===== src/rtl/signed_alu_sched_pkg.sv =====
// Shared definitions for the signed ALU scheduler: op encoding, FSM states
// and the default operand width.
package signed_alu_sched_pkg;

    localparam int W_DEFAULT = 6;

    localparam logic OP_ADD = 1'b0;
    localparam logic OP_MUL = 1'b1;

    typedef enum logic [1:0] {
        ST_IDLE = 2'd0,
        ST_EXEC = 2'd1,
        ST_DONE = 2'd2
    } state_t;

endpackage


===== src/rtl/signed_alu_sched_core.sv =====
// Combinational signed add / multiply with a W-bit signed range check on the
// 2*W-bit result.
module signed_alu_core
    import signed_alu_sched_pkg::*;
#(
    parameter int W = W_DEFAULT
) (
    input  logic           op,
    input  logic [W-1:0]   a,
    input  logic [W-1:0]   b,
    output logic [2*W-1:0] result,
    output logic           ovf
);

    logic [W:0]     sum;
    logic [2*W-1:0] a_ext;
    logic [2*W-1:0] b_ext;
    logic [2*W-1:0] prod;

    always_comb begin
        sum   = {a[W-1], a} + {b[W-1], b};
        a_ext = {{W{a[W-1]}}, a};
        b_ext = {{W{b[W-1]}}, b};
        // Low 2*W bits of the product of sign-extended operands are the exact signed product.
        prod  = a_ext * b_ext;
        if (op == OP_MUL) begin
            result = prod;
        end else begin
            result = {{(W-1){sum[W]}}, sum};
        end
        // Fits in W signed bits only when the top W+1 bits are all equal.
        ovf = ~((&result[2*W-1:W-1]) | ~(|result[2*W-1:W-1]));
    end

endmodule


===== src/rtl/signed_alu_sched.sv =====
// Two-requester round-robin scheduler around a shared signed add/multiply
// unit; one operation in flight at a time, no queueing.
module signed_alu_sched
    import signed_alu_sched_pkg::*;
#(
    parameter int W = W_DEFAULT
) (
    input  logic           clk,
    input  logic           rst_n,
    input  logic [1:0]     req,
    input  logic [1:0]     op,
    input  logic [2*W-1:0] a,
    input  logic [2*W-1:0] b,
    output logic [1:0]     gnt,
    output logic [1:0]     done,
    output logic [2*W-1:0] result,
    output logic           ovf,
    output logic           busy
);

    state_t         state_q, state_d;
    logic           last_q, last_d;
    logic           sel_q, sel_d;
    logic           cnt_q, cnt_d;
    logic           op_q, op_d;
    logic [W-1:0]   a_q, a_d;
    logic [W-1:0]   b_q, b_d;
    logic [1:0]     gnt_q, gnt_d;
    logic [1:0]     done_q, done_d;
    logic [2*W-1:0] result_q, result_d;
    logic           ovf_q, ovf_d;

    logic           win;
    logic [2*W-1:0] alu_result;
    logic           alu_ovf;

    signed_alu_core #(.W(W)) u_core (
        .op     (op_q),
        .a      (a_q),
        .b      (b_q),
        .result (alu_result),
        .ovf    (alu_ovf)
    );

    // last_q holds the requester served most recently; resetting it to 1 favours requester 0.
    always_ff @(posedge clk or negedge rst_n) begin
        if (!rst_n) begin
            state_q  <= ST_IDLE;
            last_q   <= 1'b1;
            sel_q    <= 1'b0;
            cnt_q    <= 1'b0;
            op_q     <= OP_ADD;
            a_q      <= '0;
            b_q      <= '0;
            gnt_q    <= 2'b00;
            done_q   <= 2'b00;
            result_q <= '0;
            ovf_q    <= 1'b0;
        end else begin
            state_q  <= state_d;
            last_q   <= last_d;
            sel_q    <= sel_d;
            cnt_q    <= cnt_d;
            op_q     <= op_d;
            a_q      <= a_d;
            b_q      <= b_d;
            gnt_q    <= gnt_d;
            done_q   <= done_d;
            result_q <= result_d;
            ovf_q    <= ovf_d;
        end
    end

    always_comb begin
        state_d = state_q;
        case (state_q)
            ST_IDLE: if (|req) state_d = ST_EXEC;
            ST_EXEC: if (op_q == OP_ADD || cnt_q) state_d = ST_DONE;
            ST_DONE: state_d = ST_IDLE;
            default: state_d = ST_IDLE;
        endcase
    end

    always_comb begin
        win      = (req == 2'b11) ? ~last_q : req[1];
        last_d   = last_q;
        sel_d    = sel_q;
        cnt_d    = cnt_q;
        op_d     = op_q;
        a_d      = a_q;
        b_d      = b_q;
        gnt_d    = 2'b00;
        done_d   = 2'b00;
        result_d = result_q;
        ovf_d    = ovf_q;
        case (state_q)
            ST_IDLE: begin
                if (|req) begin
                    sel_d = win;
                    op_d  = win ? op[1] : op[0];
                    a_d   = win ? a[2*W-1:W] : a[W-1:0];
                    b_d   = win ? b[2*W-1:W] : b[W-1:0];
                    gnt_d = win ? 2'b10 : 2'b01;
                    cnt_d = 1'b0;
                end
            end
            ST_EXEC: cnt_d = 1'b1;
            ST_DONE: begin
                done_d   = sel_q ? 2'b10 : 2'b01;
                result_d = alu_result;
                ovf_d    = alu_ovf;
                last_d   = sel_q;
                cnt_d    = 1'b0;
            end
            default: ;
        endcase
        busy   = (state_q != ST_IDLE);
        gnt    = gnt_q;
        done   = done_q;
        result = result_q;
        ovf    = ovf_q;
    end

endmodule


===== config.mk =====
export PLATFORM = sky130hd
export DESIGN_NAME = signed_alu_sched
export DESIGN_NICKNAME = d
export VERILOG_FILES = /design/src/rtl/signed_alu_sched_pkg.sv /design/src/rtl/signed_alu_sched_core.sv /design/src/rtl/signed_alu_sched.sv
export SDC_FILE = /design/constraint.sdc
export NUM_CORES = 1
export LEC_CHECK = 0
export CORE_MARGIN = 2
export CORE_UTILIZATION = 30
export CTS_CLUSTER_SIZE = 10
export DETAILED_ROUTE_END_ITERATION = 6
export PLACE_DENSITY = 0.56
export REMOVE_ABC_BUFFERS = 1
export SLEW_MARGIN = 20
export SYNTH_ARGS = -nofsm -noshare
export SYNTH_HDL_FRONTEND = slang
export SYNTH_SLANG_ARGS = --single-unit
export TNS_END_PERCENT = 1

===== constraint.sdc =====
create_clock -name clk -period 11.52 [get_ports clk]
set_input_delay 2.304 -clock clk [delete_from_list [all_inputs] [get_ports clk]]
set_output_delay 2.304 -clock clk [all_outputs]
set_load 0.1 [all_outputs]

Word-level counts from Yosys, hierarchy flattened
Index checks and enable logic that the tools add are counted.
Operators by class
  reductions and logical operators: 10
  $add $sub $neg: 1
  shift operators: 0
  multipliers: 1
  muxes and demuxes: 15
  $lt $le $gt $ge: 0
  equal/unequal tests: 5
  div/mod/pow operators: 0
  bitwise gates (word level): 5
Operators by type and width (number)
  $mux 2: 7
  $mul 6x6->12: 1
  $mux 12: 1
  $mux 6: 2
  $add 6x6->7: 1
  $reduce_and 7->1: 1
  $reduce_or 7->1: 1
  $reduce_and 2->1: 3
  $eq 2x2->1 const B: 2
  $ne 2x2->1 const B: 2
  $not 1->1: 4
  $pmux 2 s2: 1
  $mux 1: 3
  $pmux 1 s3: 1
  $reduce_bool 3->1: 1
  $eq 2x1->1 const B: 1
  $logic_not 2->1: 1
  $reduce_bool 2->1: 1
  $reduce_or 2->1: 1
  $logic_or 1x1->1: 1
  $or 1x1->1: 1
Storage, ports and cells
  memories kept: 0
  bits in writable memories: 0
  bits in latches: 0
  word-level logic and storage cells: 48
  ROM bits: 0
  flip-flop bits (word level): 35

Longest topological paths before layout
Gate-level depths: netlist (run 1).
  depth after elaboration: 6
  mapped depth: 15

By module
From an unflattened synthesis (run 1), not the netlist that was laid out.
Second synthesis, totals
  cells, all modules: 322
  area total of the unflattened synthesis: 3194.3 µm²
By module, submodules not included
  signed_alu_core: cells each 203, instances 1, seq. area each 0.0 µm², area each 1702.9 µm²
  signed_alu_sched: cells each 119, instances 1, seq. area each 877.1 µm², area each 1491.4 µm²

Worst setup path before layout (run 1)
OpenSTA, ideal clock, no wires.
  path kind: register to register
  start point: register a_q[0]
  end point: register ovf_q (netlist: ovf)
  data required time: 11.397 ns
  cell stages (with the launch flop): 15
  arrival time: 4.368 ns
  clock period less this slack: 4.491 ns
  library setup time: 0.123 ns
  setup slack: 7.029 ns
  path through: dfrtp_1 nand2b_1 fa_1 fa_1 inv_1 fa_1 fa_1 fa_1 o21a_1 nor2_2 xnor2_1 or3_1 o41ai_2 nand4b_1 o221a_2
On the way
  longest elaborated chain between the ends: 6
  elaborated cells between the ends (all ways): 8
  those cells by class: add/sub: 1; mul: 1; mux: 1; bitwise: 3; reduce/logical: 2
RTL lines
  start: declaration: RTL line signed_alu_sched.sv:26  | logic [W-1:0] a_q, a_d;
  start signal: assignment: RTL line signed_alu_sched.sv:53  | a_q <= '0;
  start signal: assignment: RTL line signed_alu_sched.sv:65  | a_q <= a_d;
  $mul 6x6->12 / $add 6x6->7 (equally long branches): RTL line signed_alu_sched_core.sv:25, signed_alu_sched_core.sv:21
  $mux 12 *: RTL line signed_alu_sched_core.sv:26  | if (op == OP_MUL) begin
  $reduce_or 7->1: RTL line signed_alu_sched_core.sv:32  | ovf = ~((&result[2*W-1:W-1]) | ~(|result[2*W-1:W-1]));
  $not 1->1: RTL line signed_alu_sched_core.sv:32
  $or 1x1->1 *: RTL line signed_alu_sched_core.sv:32
  $not 1->1 *: RTL line signed_alu_sched_core.sv:32
  end signal: assignment: RTL line signed_alu_sched.sv:70  | ovf_q <= ovf_d;
  end: declaration: RTL line signed_alu_sched.sv:31  | logic ovf_q, ovf_d;
Every way passes the cells marked *; elsewhere a longest branch is shown, timed or not.
A chain may end at the register's enable or synchronous reset.

Final worst setup path (run 1)
  start point: register b_q[5]
  end point: register ovf_q (netlist: ovf)
On the way
  longest elaborated chain between the ends: 6
  elaborated cells between the ends (all ways): 8
  those cells by class: add/sub: 1; mul: 1; mux: 1; bitwise: 3; reduce/logical: 2
RTL lines
  start: declaration: RTL line signed_alu_sched.sv:27  | logic [W-1:0] b_q, b_d;
  start signal: assignment: RTL line signed_alu_sched.sv:54  | b_q <= '0;
  start signal: assignment: RTL line signed_alu_sched.sv:66  | b_q <= b_d;
  $mul 6x6->12 / $add 6x6->7 (equally long branches): RTL line signed_alu_sched_core.sv:25, signed_alu_sched_core.sv:21
  $mux 12 *: RTL line signed_alu_sched_core.sv:26
  $reduce_or 7->1: RTL line signed_alu_sched_core.sv:32
  $not 1->1: RTL line signed_alu_sched_core.sv:32
  $or 1x1->1 *: RTL line signed_alu_sched_core.sv:32
  $not 1->1 *: RTL line signed_alu_sched_core.sv:32
Marks and branches as above.

==> key figures, run 1 <==
STA
  – RSZ-0062 raised after global routing: no
  – Setup TNS: 0 ns
  – Measured slew at the worst slew-check pin: 1.01 ns
  – Final Cycle Share: 0.410
  – Endpoints failing setup: 0
  – Max Clock Skew: 0.00642 ns
  – Final hold violations: 0
  – Minimum clock period: 4.73 ns
  – Setup WS post-layout: 6.79 ns
  – Slew headroom: 0.328
  – Max Clk Rate: 211 MHz
  – Final count of pins violating max slew: 0

Floorplanning
  – CORE AREA: 0.00977 sq mm
  – Ports: 48
  – Die area: 0.0109 sq mm
  – Initial Utilization: 0.310
  – Num rows: 36
  – Die height: 105 um
  – Die width: 105 um

Synth
  – Syn Std Cell Area: 0.00303 sq mm
  – Yosys warning count: 0
  – Distinct cell type count after synthesis: 43
  – Post-Syn Area per Cell: 9.69 sq um
  – Seq cells post-synth: 35
  – Post-synth ARST share: 1.00
  – Seq/Total Area, Yosys: 0.289
  – Number of flops mapped to enable cells by yosys: 0
  – Mapped Cells: 313
  – Commonest register cell after synthesis: dfrtp_1

Clock tree
  – Root buf cell: clkbuf_8
  – Setup bufs post-CTS: 0
  – H-tree depth: 2
  – CTS max path bufs: 2
  – Clock Sinks: 35
  – Num CTS Buffers: 5
  – Number of gates resized after CTS: 0
  – Hold buffer count at CTS: 0
  – Reg clk slew, reported paths: 0.08 ns
  – Worst skew pair latency: 0.29 ns
  – Clock tree from TritonCTS: built

Global routing
  – Global route total overflow: 0
  – Initial antenna violation count: 0
  – Largest net degree at the start of global routing: 36
  – First-pass GRT wire length: 11,100 um
  – Vias in the first global route: 2,299
  – Total GRT Usage: 0.125

Worst setup path
  – CP max stage cell: fa_1
  – CP Data Arrival Time: 4.91 ns
  – Reg2Reg Depth: 14
  – Worst path cell trace: nand2b_1 > fa_1 > fa_1 > inv_1 > fa_1 > fa_1 > fa_1 > o21a_1 > nor2_2 > xnor2_1 > or3_1 > o41ai_2 > nand4b_1 > o221a_2
  – Max incr delay on CP: 0.56 ns
  – Crit path required time: 11.70 ns
  – CP Capture Type: register
  – Cell mode on critical path: fa_1
  – Crit path kind: register to register
  – Worst setup SP type: register
  – CP max FO: 10

Place
  – I/O Buffers: 47
  – HPWL after DPL: 5220 um
  – Post-place setup slack: 6.77 ns
  – RD Place Congestion: 0.814

Routing
  – Via count: 2,235
  – DRC violation count after routing: 0
  – Detail Route Antenna Nets: 0
  – DR pass1 iterations: 4
  – Vias per cell: 4.52
  – DR iter-0 viols: 48
  – Wirelength, routed: 6330 um
  – Avg WL per Cell: 12.8 um

Status
  – Outcome: finished clean

Min path
  – Min-delay worst type: register to register
  – Hold depth: 1

Layout
  – Commonest non-fill, non-tap cells in the layout: 47 x clkdlybuf4s50_1, 38 x nand2_1, 34 x dfrtp_1
  – Most common cell after layout, fill and taps aside: clkdlybuf4s50_1
  – Antenna diodes: 0
  – Share of cells above drive strength 1: 0.0470
  – Final net count: 446
  – Fill count: 1,000
  – Area Growth Syn to Fin: 24.2%

Run
  – Max Cap Viol: 0
-- registers in the layout (all words and copies together), names as in the netlist --
register  cells
a_q           6
gnt           2
ovf           1
state_q       2
b_q           6
sel_q         1
op_q          1
cnt_q         1
done          2
result       12
last_q        1
-- synthesized netlist by cell type (2+ instances only) --
master / number / share of area
a21o_1: 5 / 0.012
a21oi_1: 17 / 0.028
a31oi_1: 2 / 0.0041
and2_1: 18 / 0.037
clkbuf_1: 7 / 0.0087
dfrtp_1: 34 / 0.28
fa_1: 27 / 0.18
ha_1: 28 / 0.12
inv_1: 30 / 0.037
mux2i_1: 13 / 0.043
nand2_1: 38 / 0.047
nand2b_1: 4 / 0.0082
nor2_1: 7 / 0.0087
nor2b_1: 11 / 0.023
nor3_1: 4 / 0.0066
o21a_1: 3 / 0.0074
o21ai_0: 25 / 0.041
o21bai_1: 2 / 0.0049
or2_1: 2 / 0.0041
xnor2_1: 10 / 0.029
xor2_1: 4 / 0.012
-- worst max-delay path, delay by kind of cell (launching register included) --
family | cells | cell delay [ns]
buffers and inverters | 1 | 0.05
and+or+nand+nor | 4 | 0.69
DFF | 1 | 0.54
adders and majority gates | 5 | 2.63
AOI/OAI and AO/OA | 3 | 0.64
xor gates and xnor gates | 1 | 0.06
-- per-stage QoR --
step | hold WS [ns] | instance area [sq um] | utilization | cells
after global placement | 0.449 | 3650 | 0.374 | 487
after CTS | 0.456 | 3770 | 0.385 | 495
final | 0.454 | 3770 | 0.385 | 495
after global routing | 0.481 | 3770 | 0.385 | 495
after detailed placement | 0.444 | 3650 | 0.374 | 487
after floorplan | 0.418 | 3000 | - | 305
-- cells by family (layout without fill, tap and decap cells) --
logic type      count (synthesis)  after routing  share of synthesized area
buf+inv                        38             87                     0.0474
mux                            14             14                     0.0466
fa+ha+maj                      55             55                      0.294
xor+xnor                       14             14                     0.0404
flops                          35             35                      0.289
compound gates                 64             64                      0.128
simple gates                   93             93                      0.155
-- area by class of cell --
type	instances	area [sq um]	share of cell area
Multi-Input combinational cell	240	2010	0.534
Sequential cell	35	877	0.233
Timing Repair Buffer	49	485	0.129
Tap cell	133	166	0.0442
Inverter	30	113	0.0299
Clock buffer	5	68.8	0.0183
Clock inverter	3	43.8	0.0116
-- routing by layer --
layer / global-route usage / vias to the layer above / share of wire
met5: 0 / - / 0
met4: 0.0319 / 0 / 0.011
met3: 0.0250 / 7 / 0.036
met2: 0.196 / 46 / 0.44
met1: 0.177 / 1047 / 0.51
li1: - / 1135 / -
-- path summary, 6_finish.rpt --
| check | endpoint | slack [ns] | startpoint |
|---|---|---|---|
| worst max-delay path | ovf$_DFFE_PN0N_ | 6.79 | b_q[5]$_DFFE_PN0P_ |
| min in group asynchronous | result[7]$_DFFE_PN0N_ | 2.42 | rst_n |
| worst min register to register | done[0]$_DFF_PN0_ | 0.45 | sel_q$_DFFE_PN0P_ |
| max in group asynchronous | last_q$_DFFE_PN1N_ | 8.77 | rst_n |
| worst max register to register | ovf$_DFFE_PN0N_ | 6.79 | b_q[5]$_DFFE_PN0P_ |
| worst min-delay path | done[0]$_DFF_PN0_ | 0.45 | sel_q$_DFFE_PN0P_ |
Power of run 1 is not shown: default switching activity piles up to over one toggle a cycle in this logic, so the estimate is an artifact.
==> run 2, diff against run 1 <==
PLACE_DENSITY = 0.57   (was 0.56)
clock period = 3.9 ns   (was 11.52 ns; I/O delays follow)
==> key figures, run 2 (synthesis results as in run 1) <==
Status
  – Outcome: finished with violations
  – Violated checks: negative setup slack

Routing
  – Via count: 2,413 (+8.0%)
  – DRC violation count after routing: 0 (unchanged)
  – Avg WL per Cell: 12.4 um (-3.3%)
  – DR iter-0 viols: 39 (-19%)
  – Detail Route Antenna Nets: 0 (unchanged)
  – Wirelength, routed: 6760 um (+6.7%)
  – DR pass1 iterations: 4 (unchanged)
  – Vias per cell: 4.42 (-2.1%)

Layout
  – Area Growth Syn to Fin: 44.2%
  – Share of cells above drive strength 1: 0.230 (+0.183)
  – Area occupied by multi-input gates: 0.00222 sq mm (+10%)
  – Antenna diodes: 0 (unchanged)
  – Most common cell after layout, fill and taps aside: buf_4
  – Fill count: 947 (-5.3%)
  – Final net count: 497 (+11%)
  – Seq. cell area: 880 sq um (+0.29%)
  – Max FFs per register: 12 (unchanged)
  – Commonest non-fill, non-tap cells in the layout: 51 x buf_4, 47 x clkdlybuf4s50_1, 37 x nand2_1

Floorplanning
  – Ports: 48 (unchanged)
  – CORE AREA: 0.00977 sq mm (unchanged)
  – Die width: 105 um (unchanged)
  – Die area: 0.0109 sq mm (unchanged)
  – Die height: 105 um (unchanged)
  – Num rows: 36 (unchanged)
  – Initial Utilization: 0.310 (unchanged)

Global routing
  – First-pass GRT wire length: 11,500 um (+3.7%)
  – Global route total overflow: 0 (unchanged)
  – Initial antenna violation count: 0 (unchanged)
  – Vias in the first global route: 2,428 (+5.6%)
  – Total GRT Usage: 0.130 (+0.00483)
  – Largest net degree at the start of global routing: 36 (unchanged)

STA
  – Slew headroom: 0.336 (+0.00804)
  – RSZ-0062 raised after global routing: yes
  – Minimum clock period: 4.21 ns (-0.515 ns)
  – Endpoints failing setup: 4 (+4)
  – Setup WS post-layout: -0.313 ns (-7.10 ns)
  – Final count of pins violating max slew: 0 (unchanged)
  – Max Clk Rate: 237 MHz (+12%)
  – Measured slew at the worst slew-check pin: 0.994 ns (-0.0120 ns)
  – Final Cycle Share: 1.08 (+0.670)
  – Hold WS: 0.478 ns (+0.0236 ns)
  – Max Clock Skew: 0.00849 ns (+0.00207 ns)
  – Final hold violations: 0 (unchanged)

Worst setup path
  – CP Data Arrival Time: 4.39 ns (-0.52 ns)
  – Cell mode on critical path: fa_1
  – Max incr delay on CP: 0.52 ns (-0.04 ns)
  – CP max FO: 4 (-6)
  – CP Capture Type: register
  – Worst setup SP type: register
  – Crit path required time: 4.08 ns (-7.62 ns)
  – Worst path cell trace: buf_6 > and2_1 > fa_1 > inv_1 > fa_1 > inv_1 > fa_1 > ha_4 > ha_4 > a21oi_1 > nor2b_2 > o311ai_4 > and3_1 > buf_4 > o41ai_2 > nand4b_1 > o221a_2
  – Crit path kind: register to register
  – CP max stage cell: fa_1

Clock tree
  – H-tree depth: 2 (unchanged)
  – Num CTS Buffers: 5 (unchanged)
  – Clock Sinks: 35 (unchanged)
  – Root buf cell: clkbuf_8
  – Reg clk slew, reported paths: 0.07 ns (about the same)
  – CTS max path bufs: 2 (unchanged)
  – Worst skew pair latency: 0.29 ns (about the same)
  – Clock tree from TritonCTS: built

Place
  – RD Place Congestion: 0.804 (-1.2%)
  – HPWL after DPL: 5630 um (+7.9%)
  – I/O Buffers: 47 (unchanged)

Run
  – Max Cap Viol: 0 (unchanged)

Min path
  – Min-delay worst type: register to register
-- run 2: final timing paths --
path	start	to	slack, ns	cells after the start
max in group asynchronous	rst_n	a_q[3]$_DFFE_PN0P_	2.65	2
min in group asynchronous	rst_n	result[6]$_DFFE_PN0N_	0.90	2
min reg2reg	result[5]$_DFFE_PN0N_	result[5]$_DFFE_PN0N_	0.48	2
max	a_q[3]$_DFFE_PN0P_	ovf$_DFFE_PN0N_	-0.31	17
max reg2reg	a_q[3]$_DFFE_PN0P_	ovf$_DFFE_PN0N_	-0.31	17
min	result[5]$_DFFE_PN0N_	result[5]$_DFFE_PN0N_	0.48	2
-- run 2: routing by layer --
layer | wire length, um | GRT usage | up-vias
li1 | - | - | 1237
met1 | 3330 | 0.180 | 1115
met2 | 3070 | 0.207 | 52
met3 | 268 | 0.0268 | 9
met4 | 89 | 0.0347 | 0
met5 | 0 | 0 | -
-- run 2: through the flow --
stage               TNS, ns  instance area, sq um  worst slack [ns]   util  instances
finish               -0.623                  4370            -0.313  0.448        546
global route          -1.89                  4370            -0.526  0.448        546
CTS                  -0.749                  4340            -0.329  0.444        546
detailed placement    -2.19                  4000            -0.606  0.409        533
global placement      -1.93                  4000            -0.546  0.409        533
floorplan             -1.20                  3000            -0.591      -        305
-- run 2: worst max-delay path, delay by kind of cell (launching register included) --
kind	cells	cell delay (ns)
AO/OA/AOI/OAI	4	0.62
flip-flops	1	0.45
adder cells (fa/ha/maj)	5	2.00
buffers and inverters	4	0.36
AND/OR/NAND/NOR	4	0.69
-- run 2: cell type report --
cell class                 count  area share
inverter                      30      0.0257
timing repair buffer         100       0.200
multi-input combinational    240       0.508
tap                          133      0.0380
clock inverter                 2     0.00801
sequential                    35       0.201
clock buffer                   6      0.0189
-- run 2: timing repair --
| action | in CTS | in global routing |
|---|---|---|
| endpoints found under the setup margin | 7 | 6 |
| pin swaps | 28 | 6 |
| hold buffers | 0 | 0 |
| setup buffers | 5 | 0 |
| gates resized for setup | 28 | 6 |
Power of run 2 is left out for the same reason.
